--- src/rtl/div_unit.sv ---
// div_unit: iterative RV32M divider (DIV/DIVU/REM/REMU), one quotient bit per cycle,
// with divide-by-zero and signed-overflow results produced without iterating.
module div_unit #(
   parameter int XLEN   = 32,
   parameter int ADDR_W = 5
) (
   input  logic              i_clk,
   input  logic              i_reset_n,
   input  logic              i_start,
   input  logic              i_flush,
   input  logic [1:0]        i_op,
   input  logic [XLEN-1:0]   i_rs1_data,
   input  logic [XLEN-1:0]   i_rs2_data,
   input  logic [ADDR_W-1:0] i_rd_addr,
   output logic              o_busy,
   output logic              o_valid,
   output logic [ADDR_W-1:0] o_rd_addr,
   output logic [XLEN-1:0]   o_rd_data,
   output logic              o_rd_wren
);
   localparam int CW = $clog2(XLEN);
   typedef enum logic [1:0] {IDLE, CALC, DONE} state_t;
   state_t            state;
   logic [XLEN-1:0]   rem, quo, dvs;
   logic [CW-1:0]     cnt;
   logic              sel_rem, neg_q, neg_r;
   logic [ADDR_W-1:0] rd;
   logic              sgn, div0, ovf;
   logic [XLEN-1:0]   a_abs, b_abs, spec_res, rem_n, quo_n, res;
   logic [XLEN:0]     rem_sh, diff;
   always_comb begin
      sgn      = ~i_op[0];
      a_abs    = (sgn && i_rs1_data[XLEN-1]) ? -i_rs1_data : i_rs1_data;
      b_abs    = (sgn && i_rs2_data[XLEN-1]) ? -i_rs2_data : i_rs2_data;
      div0     = i_rs2_data == '0;
      ovf      = sgn && i_rs1_data == {1'b1, {(XLEN-1){1'b0}}} && (&i_rs2_data);
      // overflow dividend is the most-negative value, which is also its quotient
      spec_res = div0 ? (i_op[1] ? i_rs1_data : '1) : (i_op[1] ? '0 : i_rs1_data);
      rem_sh   = {rem, quo[XLEN-1]};
      diff     = rem_sh - {1'b0, dvs};
      rem_n    = diff[XLEN] ? rem_sh[XLEN-1:0] : diff[XLEN-1:0];
      quo_n    = {quo[XLEN-2:0], ~diff[XLEN]};
      res      = sel_rem ? (neg_r ? -rem_n : rem_n) : (neg_q ? -quo_n : quo_n);
   end
   always_ff @(posedge i_clk or negedge i_reset_n) begin
      if (!i_reset_n) begin
         state     <= IDLE;
         rem       <= '0;
         quo       <= '0;
         dvs       <= '0;
         cnt       <= '0;
         sel_rem   <= 1'b0;
         neg_q     <= 1'b0;
         neg_r     <= 1'b0;
         rd        <= '0;
         o_busy    <= 1'b0;
         o_valid   <= 1'b0;
         o_rd_addr <= '0;
         o_rd_data <= '0;
         o_rd_wren <= 1'b0;
      end else begin
         o_valid   <= 1'b0;
         o_rd_wren <= 1'b0;
         if (i_flush) begin
            state  <= IDLE;
            o_busy <= 1'b0;
         end else begin
            case (state)
               IDLE: if (i_start) begin
                  sel_rem <= i_op[1];
                  rd      <= i_rd_addr;
                  neg_q   <= sgn & (i_rs1_data[XLEN-1] ^ i_rs2_data[XLEN-1]);
                  neg_r   <= sgn & i_rs1_data[XLEN-1];
                  rem     <= '0;
                  quo     <= a_abs;
                  dvs     <= b_abs;
                  cnt     <= CW'(XLEN-1);
                  o_busy  <= 1'b1;
                  if (div0 || ovf) begin
                     state     <= DONE;
                     o_valid   <= 1'b1;
                     o_rd_wren <= |i_rd_addr;
                     o_rd_addr <= i_rd_addr;
                     o_rd_data <= spec_res;
                  end else begin
                     state <= CALC;
                  end
               end
               CALC: begin
                  rem <= rem_n;
                  quo <= quo_n;
                  cnt <= cnt - CW'(1);
                  if (cnt == '0) begin
                     state     <= DONE;
                     o_valid   <= 1'b1;
                     o_rd_wren <= |rd;
                     o_rd_addr <= rd;
                     o_rd_data <= res;
                  end
               end
               DONE: begin
                  state  <= IDLE;
                  o_busy <= 1'b0;
               end
               default: state <= IDLE;
            endcase
         end
      end
   end
endmodule
--- config.mk ---
export PLATFORM = sky130hd
export DESIGN_NAME = div_unit
export DESIGN_NICKNAME = d
export VERILOG_FILES = /design/src/rtl/div_unit.sv
export SDC_FILE = /design/constraint.sdc
export NUM_CORES = 1
export LEC_CHECK = 0
export BUFFER_PORTS_ARGS = -buffer_cell sky130_fd_sc_hd__buf_2
export CAP_MARGIN = 20
export CORE_MARGIN = 10
export CORE_UTILIZATION = 61
export DETAILED_ROUTE_END_ITERATION = 7
export GPL_ROUTABILITY_DRIVEN = 0
export PLACE_DENSITY = 0.93
export SYNTH_ARGS = -nofsm -noshare
export SYNTH_HDL_FRONTEND = slang
export SYNTH_SLANG_ARGS = --single-unit
--- constraint.sdc ---
create_clock -name i_clk -period 7.75 [get_ports i_clk]
set_clock_uncertainty 0.05 [all_clocks]
set_input_delay 1.55 -clock i_clk [delete_from_list [all_inputs] [get_ports i_clk]]
set_output_delay 1.55 -clock i_clk [all_outputs]
set_load 0.03 [all_outputs]
==> results of run 1 <==
[registers in the layout, indices dropped and copies added, names as in the netlist, 2 cells and up]
register,flops
dvs,32
o_rd_data,32
quo,32
rem,32
cnt,5
o_rd_addr,5
rd,5
state,2
[cell usage in the layout (no fill, tap or decap), drive strengths merged, types with 36 or more instances in the layout]
cell type | Yosys | routed
nand2 | 234 | 234
o21ai | 204 | 204
dfrtp | 151 | 151
a21oi | 137 | 137
nor2 | 131 | 131
buf | 12 | 127
xnor2 | 75 | 75
inv | 56 | 59
xor2 | 58 | 58
ha | 39 | 39
nor3 | 38 | 38
o31ai | 36 | 36
[cell type report]
class | instances | area [um^2] | share of cell area [%]
multi-input combinational | 1290 | 7835 | 58.22
sequential | 151 | 3779 | 28.08
timing repair buffer | 127 | 706.9 | 5.253
clock buffer | 19 | 442.9 | 3.291
tap | 265 | 331.6 | 2.464
inverter | 57 | 214.0 | 1.590
clock inverter | 13 | 147.6 | 1.097
[synthesized netlist by cell type (all sizes together) (13+ instances only)]
cell type  instances  area share (%)
xor2              58             4.2
o31ai             36             2.4
dfrtp            151              31
or3               30             1.6
o211ai            19             1.2
ha                39             4.0
or4               18             1.2
a21oi            137             5.7
nor3              38             1.6
a211oi            20             1.3
mux2i             32             2.6
nand2b            13            0.67
nor4              17            0.88
nand2            234             7.2
nand4             16            0.83
xnor2             75             5.4
a31oi             19            0.98
nor2             131             4.1
inv               56             1.7
nand3             14            0.58
clkbuf            71             2.2
o21ai            204             8.4
[report_power, final]
group / switching, uW / internal (uW)
clock: 370 / 487
sequential: 213 / 916
combinational: 1750 / 1030
total: 2340 / 2430
[per-layer routing]
layer  track usage [%]  up-vias  routed length [um]
li1                  -     5819                   -
met1             37.19     5992               14580
met2             45.19     1059               17670
met3             6.544      267                4725
met4             17.66        0                2641
met5                 0        -                   0
[worst reg2reg max path, cell delays in order (launching register included)]
cell	delay, ns
sky130_fd_sc_hd__dfrtp_1	0.44
sky130_fd_sc_hd__ha_1	0.43
sky130_fd_sc_hd__a21oi_1	0.25
sky130_fd_sc_hd__o21ai_0	0.18
sky130_fd_sc_hd__a221oi_1	0.41
sky130_fd_sc_hd__o31ai_1	0.21
sky130_fd_sc_hd__nor3_1	0.61
sky130_fd_sc_hd__nor2_4	0.05
sky130_fd_sc_hd__inv_1	0.43
sky130_fd_sc_hd__buf_4	0.36
sky130_fd_sc_hd__nor2_1	0.08
sky130_fd_sc_hd__a21oi_1	0.22
sky130_fd_sc_hd__ha_1	0.21
sky130_fd_sc_hd__inv_1	0.07
sky130_fd_sc_hd__nor2_1	0.10
sky130_fd_sc_hd__nand2_1	0.10
sky130_fd_sc_hd__nor4bb_1	0.50
sky130_fd_sc_hd__a41oi_1	0.39
sky130_fd_sc_hd__a211o_1	0.42
sky130_fd_sc_hd__o21ai_0	0.21
sky130_fd_sc_hd__xor2_1	0.09
sky130_fd_sc_hd__a211oi_1	0.25
[cell families after synthesis]
| family | share of synthesized area [%] |
|---|---|
| buf+inv | 4.409 |
| flops | 31.18 |
| simple gates | 21.65 |
| xor+xnor | 9.613 |
| mux | 3.108 |
| compound gates | 25.84 |
| fa+ha+maj | 4.192 |
[final timing paths]
kind / end / slack, ns / depth (start not counted)
worst max-delay path: o_rd_data[28] / 1.59 / 21
worst min-delay path: o_rd_data[2] / 0.43 / 2
worst max register to register: o_rd_data[28] / 1.59 / 21
worst min register to register: o_rd_data[2] / 0.43 / 2
max in group asynchronous: o_rd_data[1] / 5.35 / 3
min in group asynchronous: dvs[26] / 1.08 / 1
[stage by stage]
step	instances	setup WS, ns
final	1922	1.586
after global routing	1922	1.167
after CTS	1919	1.866
after detailed placement	1887	1.923
after global placement	1886	2.257
after floorplan	1581	2.289
==> impl_metrics.ini, run 1 <==
[run_status]
status = finished with violations
failed_checks = DRC

[synth]
mappedNetlistNets = 1696
synth.avg_cell_area_um2 = 7.665
yosysSeqAreaShare_pct = 31.18
synth.cell_area_mm2 = 0.01212
ys_async_sr_fraction_pct = 100.0
synth-main-ff-cell = sky130_fd_sc_hd__dfrtp_1
post_synth_inst_count = 1581
ys_ff_latch = 151
synth_enable_flop_cells = 0
ys_types = 74
yosysWarnings = 0

[cts]
cts_tree = done
post-cts-setup-buffers = 0
tritoncts_num_sinks = 151
worst_setup_hold_path_clk_slew_ns = 0.07
cts_inserted_buffers = 17
post_cts_resized = 0
holdBufCountCts = 0
h-tree-depth = 4
cts-root-buf = sky130_fd_sc_hd__clkbuf_16
cts_buffer_depth = 2
insertion_delay_ns = 0.44

[floorplan]
die_height_um = 160.9
num_io_pins = 115
core_area_mm2 = 0.01953
design.die.area_mm2 = 0.02590
rows = 51
initial_standard_cell_utilization_of_the_core_pct = 62.06
die_w_um = 160.9

[sta]
worst_slew_margin_rel_pct = 23.01
whs_ns = 0.4279
pins_over_their_slew_limit = 0
post_route_minimum_period_ns = 6.164
maxClockFrequency_ghz = 0.1622
worst_margin_pin_slew_ns = 1.155
hold_violation_total_from_the_final_report = 0
tns_ns = 0
setup-violations-final = 0
unrepaired_setup_endpoints_after_global_routing = false
finalCritPeriodShare_pct = 79.53

[placed_design]
port_buffers = 114
post-dp-hpwl_um = 27880
dpl_cell_area_mm2 = 0.01281

[finish]
areaGrowthSynthToFinish_pct = 11.05
final_core_utilization_pct = 68.92
number_of_nets_in_the_layout = 1759
final_design_area_no_fill_mm2 = 0.01346
final_layout_size_suffix_gt1_share_pct = 11.23
final.fill_count = 1472
ant_diodes = 0

[pwr]
cellPowerDensity_mw_per_mm2 = 354.3
max-vdd-ir-drop_mv = 0.2916
totalPowerFinal_uw = 4768
cellLeakagePower_uw = 0.005790

[routing]
dr.first_iter.drc_count = 1945
num_vias = 13140
wirelength_um = 39620
wl_per_cell_um = 20.61
firstDrtPassIters = 8
number_of_antenna_violating_nets_in_the_routed_design = 0
drt_drc_violations_left = 4
average_vias_per_placed_instance = 6.835

[setup_path]
crit_chain = ha_1 > a21oi_1 > o21ai_0 > a221oi_1 > o31ai_1 > nor3_1 > nor2_4 > inv_1 > buf_4 > nor2_1 > a21oi_1 > ha_1 > inv_1 > nor2_1 > nand2_1 > nor4bb_1 > a41oi_1 > a211o_1 > o21ai_0 > xor2_1 > a211oi_1
critical_path.reg2reg.startpoint = rem[26]
worst_setup_path_startpoint = rem[26]
cp_top_family = compound AO/OA/AOI/OAI gates
worst_path_max_delay_cell = sky130_fd_sc_hd__nor3_1
setup.worst_path.end_class = flip-flop
critPathLaunchType = flip-flop
worst_path_largest_cell_delay_ns = 0.61
worst-setup-path-type = reg2reg
path_buf_inv = 3
data_required_time_at_the_worst_endpoint_ns = 8.04
cp_max_fo = 20
crit_arrival_ns = 6.46

[global_routing]
grt_pass1_vias = 12460
global_route_wire_length_before_repair_um = 63540
grt_max_degree = 100
globalRoute.totalOverflow = 0
grt_usage_pct = 29.44
number_of_antenna_violations_at_the_first_check_in_global_routing = 0

[flow_run]
drv_cap = 0

[hold_path]
min-delay-start = o_rd_data[2]
min_path_type = reg2reg
Power figures use the tool's default switching activity.
==> run 2: changes to the inputs <==
Clock period 7.75 ns to 5.8 ns, I/O delays scaled along.
==> run 2 against run 1 <==
Effect of this change:
- highest routed layer unchanged
- clock-buffer cell count stayed put
- the flow now finishes without violations
- largest cell class unchanged
- die area stayed put
- global-route usage about the same
- register-to-register slack worse by 1.2 ns
- combinational power grew 38%
==> impl_metrics.ini, run 2 (synthesis results as in run 1) <==
[run_status]
status = finished, final reports clean

[sta]
pins_over_their_slew_limit = 0
maxClockFrequency_ghz = 0.1845
worst_slew_margin_rel_pct = 21.50
post_route_minimum_period_ns = 5.421
finalCritPeriodShare_pct = 93.47
whs_ns = 0.4301
unrepaired_setup_endpoints_after_global_routing = false
worst_margin_pin_slew_ns = 1.178
tns_ns = 0
hold_violation_total_from_the_final_report = 0
setup-violations-final = 0

[floorplan]
core_area_mm2 = 0.01953
rows = 51
die_w_um = 160.9
num_io_pins = 115
initial_standard_cell_utilization_of_the_core_pct = 62.06
die_height_um = 160.9
design.die.area_mm2 = 0.02590

[global_routing]
number_of_antenna_violations_at_the_first_check_in_global_routing = 0
global_route_wire_length_before_repair_um = 63670
grt_usage_pct = 29.49
grt_pass1_vias = 12560
globalRoute.totalOverflow = 0
grt_max_degree = 110

[finish]
final_layout_size_suffix_gt1_share_pct = 11.79
final.fill_count = 1444
instances_no_fill = 1927
ant_diodes = 0
number_of_nets_in_the_layout = 1764
areaGrowthSynthToFinish_pct = 11.76
commonest_non_fill_non_tap_cell_in_the_layout = sky130_fd_sc_hd__nand2_1
area_of_combinational_cells_with_multiple_inputs_mm2 = 0.007866
most-common-layout-cells = sky130_fd_sc_hd__nand2_1, sky130_fd_sc_hd__o21ai_0, sky130_fd_sc_hd__dfrtp_1, sky130_fd_sc_hd__a21oi_1, sky130_fd_sc_hd__nor2_1
final_design_area_no_fill_mm2 = 0.01354
final-seq-area_mm2 = 0.003779

[cts]
post_cts_resized = 0
h-tree-depth = 4
cts_inserted_buffers = 17
tritoncts_num_sinks = 151
cts_tree = done
holdBufCountCts = 0
insertion_delay_ns = 0.45
post-cts-setup-buffers = 0
cts-root-buf = sky130_fd_sc_hd__clkbuf_16
cts_buffer_depth = 2
worst_setup_hold_path_clk_slew_ns = 0.07

[routing]
average_vias_per_placed_instance = 6.843
drt_drc_violations_left = 0
dr.first_iter.drc_count = 1758
number_of_antenna_violating_nets_in_the_routed_design = 0
num_vias = 13190
firstDrtPassIters = 7
wirelength_um = 39900
wl_per_cell_um = 20.70

[flow_run]
drv_cap = 0

[pwr]
cellPowerDensity_mw_per_mm2 = 480.1
cellLeakagePower_uw = 0.005832
max-vdd-ir-drop_mv = 0.3477
totalPowerFinal_uw = 6503

[placed_design]
post-dp-hpwl_um = 28090
dpl_cell_area_mm2 = 0.01284
numPlacedInstances = 1891
port_buffers = 114

[setup_path]
critPathLaunchType = flip-flop
setup.worst_path.end_class = flip-flop
crit_arrival_ns = 5.73
cp_max_fo = 10
worst-setup-path-type = reg2reg
data_required_time_at_the_worst_endpoint_ns = 6.11

[hold_path]
min_path_type = reg2reg
-- run 2: through the flow --
| stage | setup slack [ns] | utilization, % |
|---|---|---|
| final | 0.3789 | 69.36 |
| after detailed placement | 0.3169 | 65.76 |
| after CTS | 0.3028 | 68.92 |
| after global placement | 0.6661 | 65.76 |
| after floorplan | 0.3390 | - |
| after global routing | 0.04374 | 69.36 |
-- run 2: power by group --
group	total (uW)	switching [uW]	internal [uW]	leakage [uW]
Sequential	1490	269	1220	0.00197
Clock	1180	511	670	0.000297
Combinational	3830	2430	1400	0.00356
Total	6500	3210	3290	0.00583
-- run 2: cell type report --
| cell class | count | share of cell area [%] |
|---|---|---|
| Sequential cell | 151 | 27.90 |
| Clock buffer | 19 | 3.344 |
| Timing Repair Buffer | 132 | 5.442 |
| Multi-Input combinational cell | 1290 | 58.08 |
| Inverter | 57 | 1.580 |
| Tap cell | 265 | 2.448 |
| Clock inverter | 13 | 1.201 |
-- run 2: critical path, cell delays in order, from the launching register on --
cell	delay [ns]
sky130_fd_sc_hd__dfrtp_1	0.45
sky130_fd_sc_hd__ha_1	0.45
sky130_fd_sc_hd__a21oi_1	0.24
sky130_fd_sc_hd__o21ai_0	0.14
sky130_fd_sc_hd__a221oi_1	0.42
sky130_fd_sc_hd__o31ai_2	0.18
sky130_fd_sc_hd__nor3_1	0.54
sky130_fd_sc_hd__nor2_4	0.05
sky130_fd_sc_hd__inv_1	0.23
sky130_fd_sc_hd__ha_1	0.24
sky130_fd_sc_hd__nand2b_1	0.14
sky130_fd_sc_hd__or3_1	0.46
sky130_fd_sc_hd__or4_4	0.47
sky130_fd_sc_hd__or4_4	0.48
sky130_fd_sc_hd__o31ai_1	0.26
sky130_fd_sc_hd__xor2_1	0.10
sky130_fd_sc_hd__a32oi_1	0.14
sky130_fd_sc_hd__o21ai_0	0.13
sky130_fd_sc_hd__a21oi_1	0.17
-- run 2: metal layers --
layer / up-vias / track usage [%] / wire length, um
met3: 228 / 6.902 / 4581
met2: 1016 / 45.85 / 18000
li1: 5826 / - / -
met1: 6116 / 36.87 / 14980
met5: - / 0 / 0
met4: 0 / 16.79 / 2340
-- run 2: path summary, 6_finish.rpt --
kind	startpoint	endpoint	slack, ns	cells past startpoint
min in group asynchronous	i_reset_n	dvs[16]	0.81	1
max	rem[26]	o_rd_data[30]	0.38	18
min reg2reg	o_rd_data[0]	o_rd_data[0]	0.43	2
max reg2reg	rem[26]	o_rd_data[30]	0.38	18
min	o_rd_data[0]	o_rd_data[0]	0.43	2
max in group asynchronous	i_reset_n	o_rd_data[14]	3.70	2
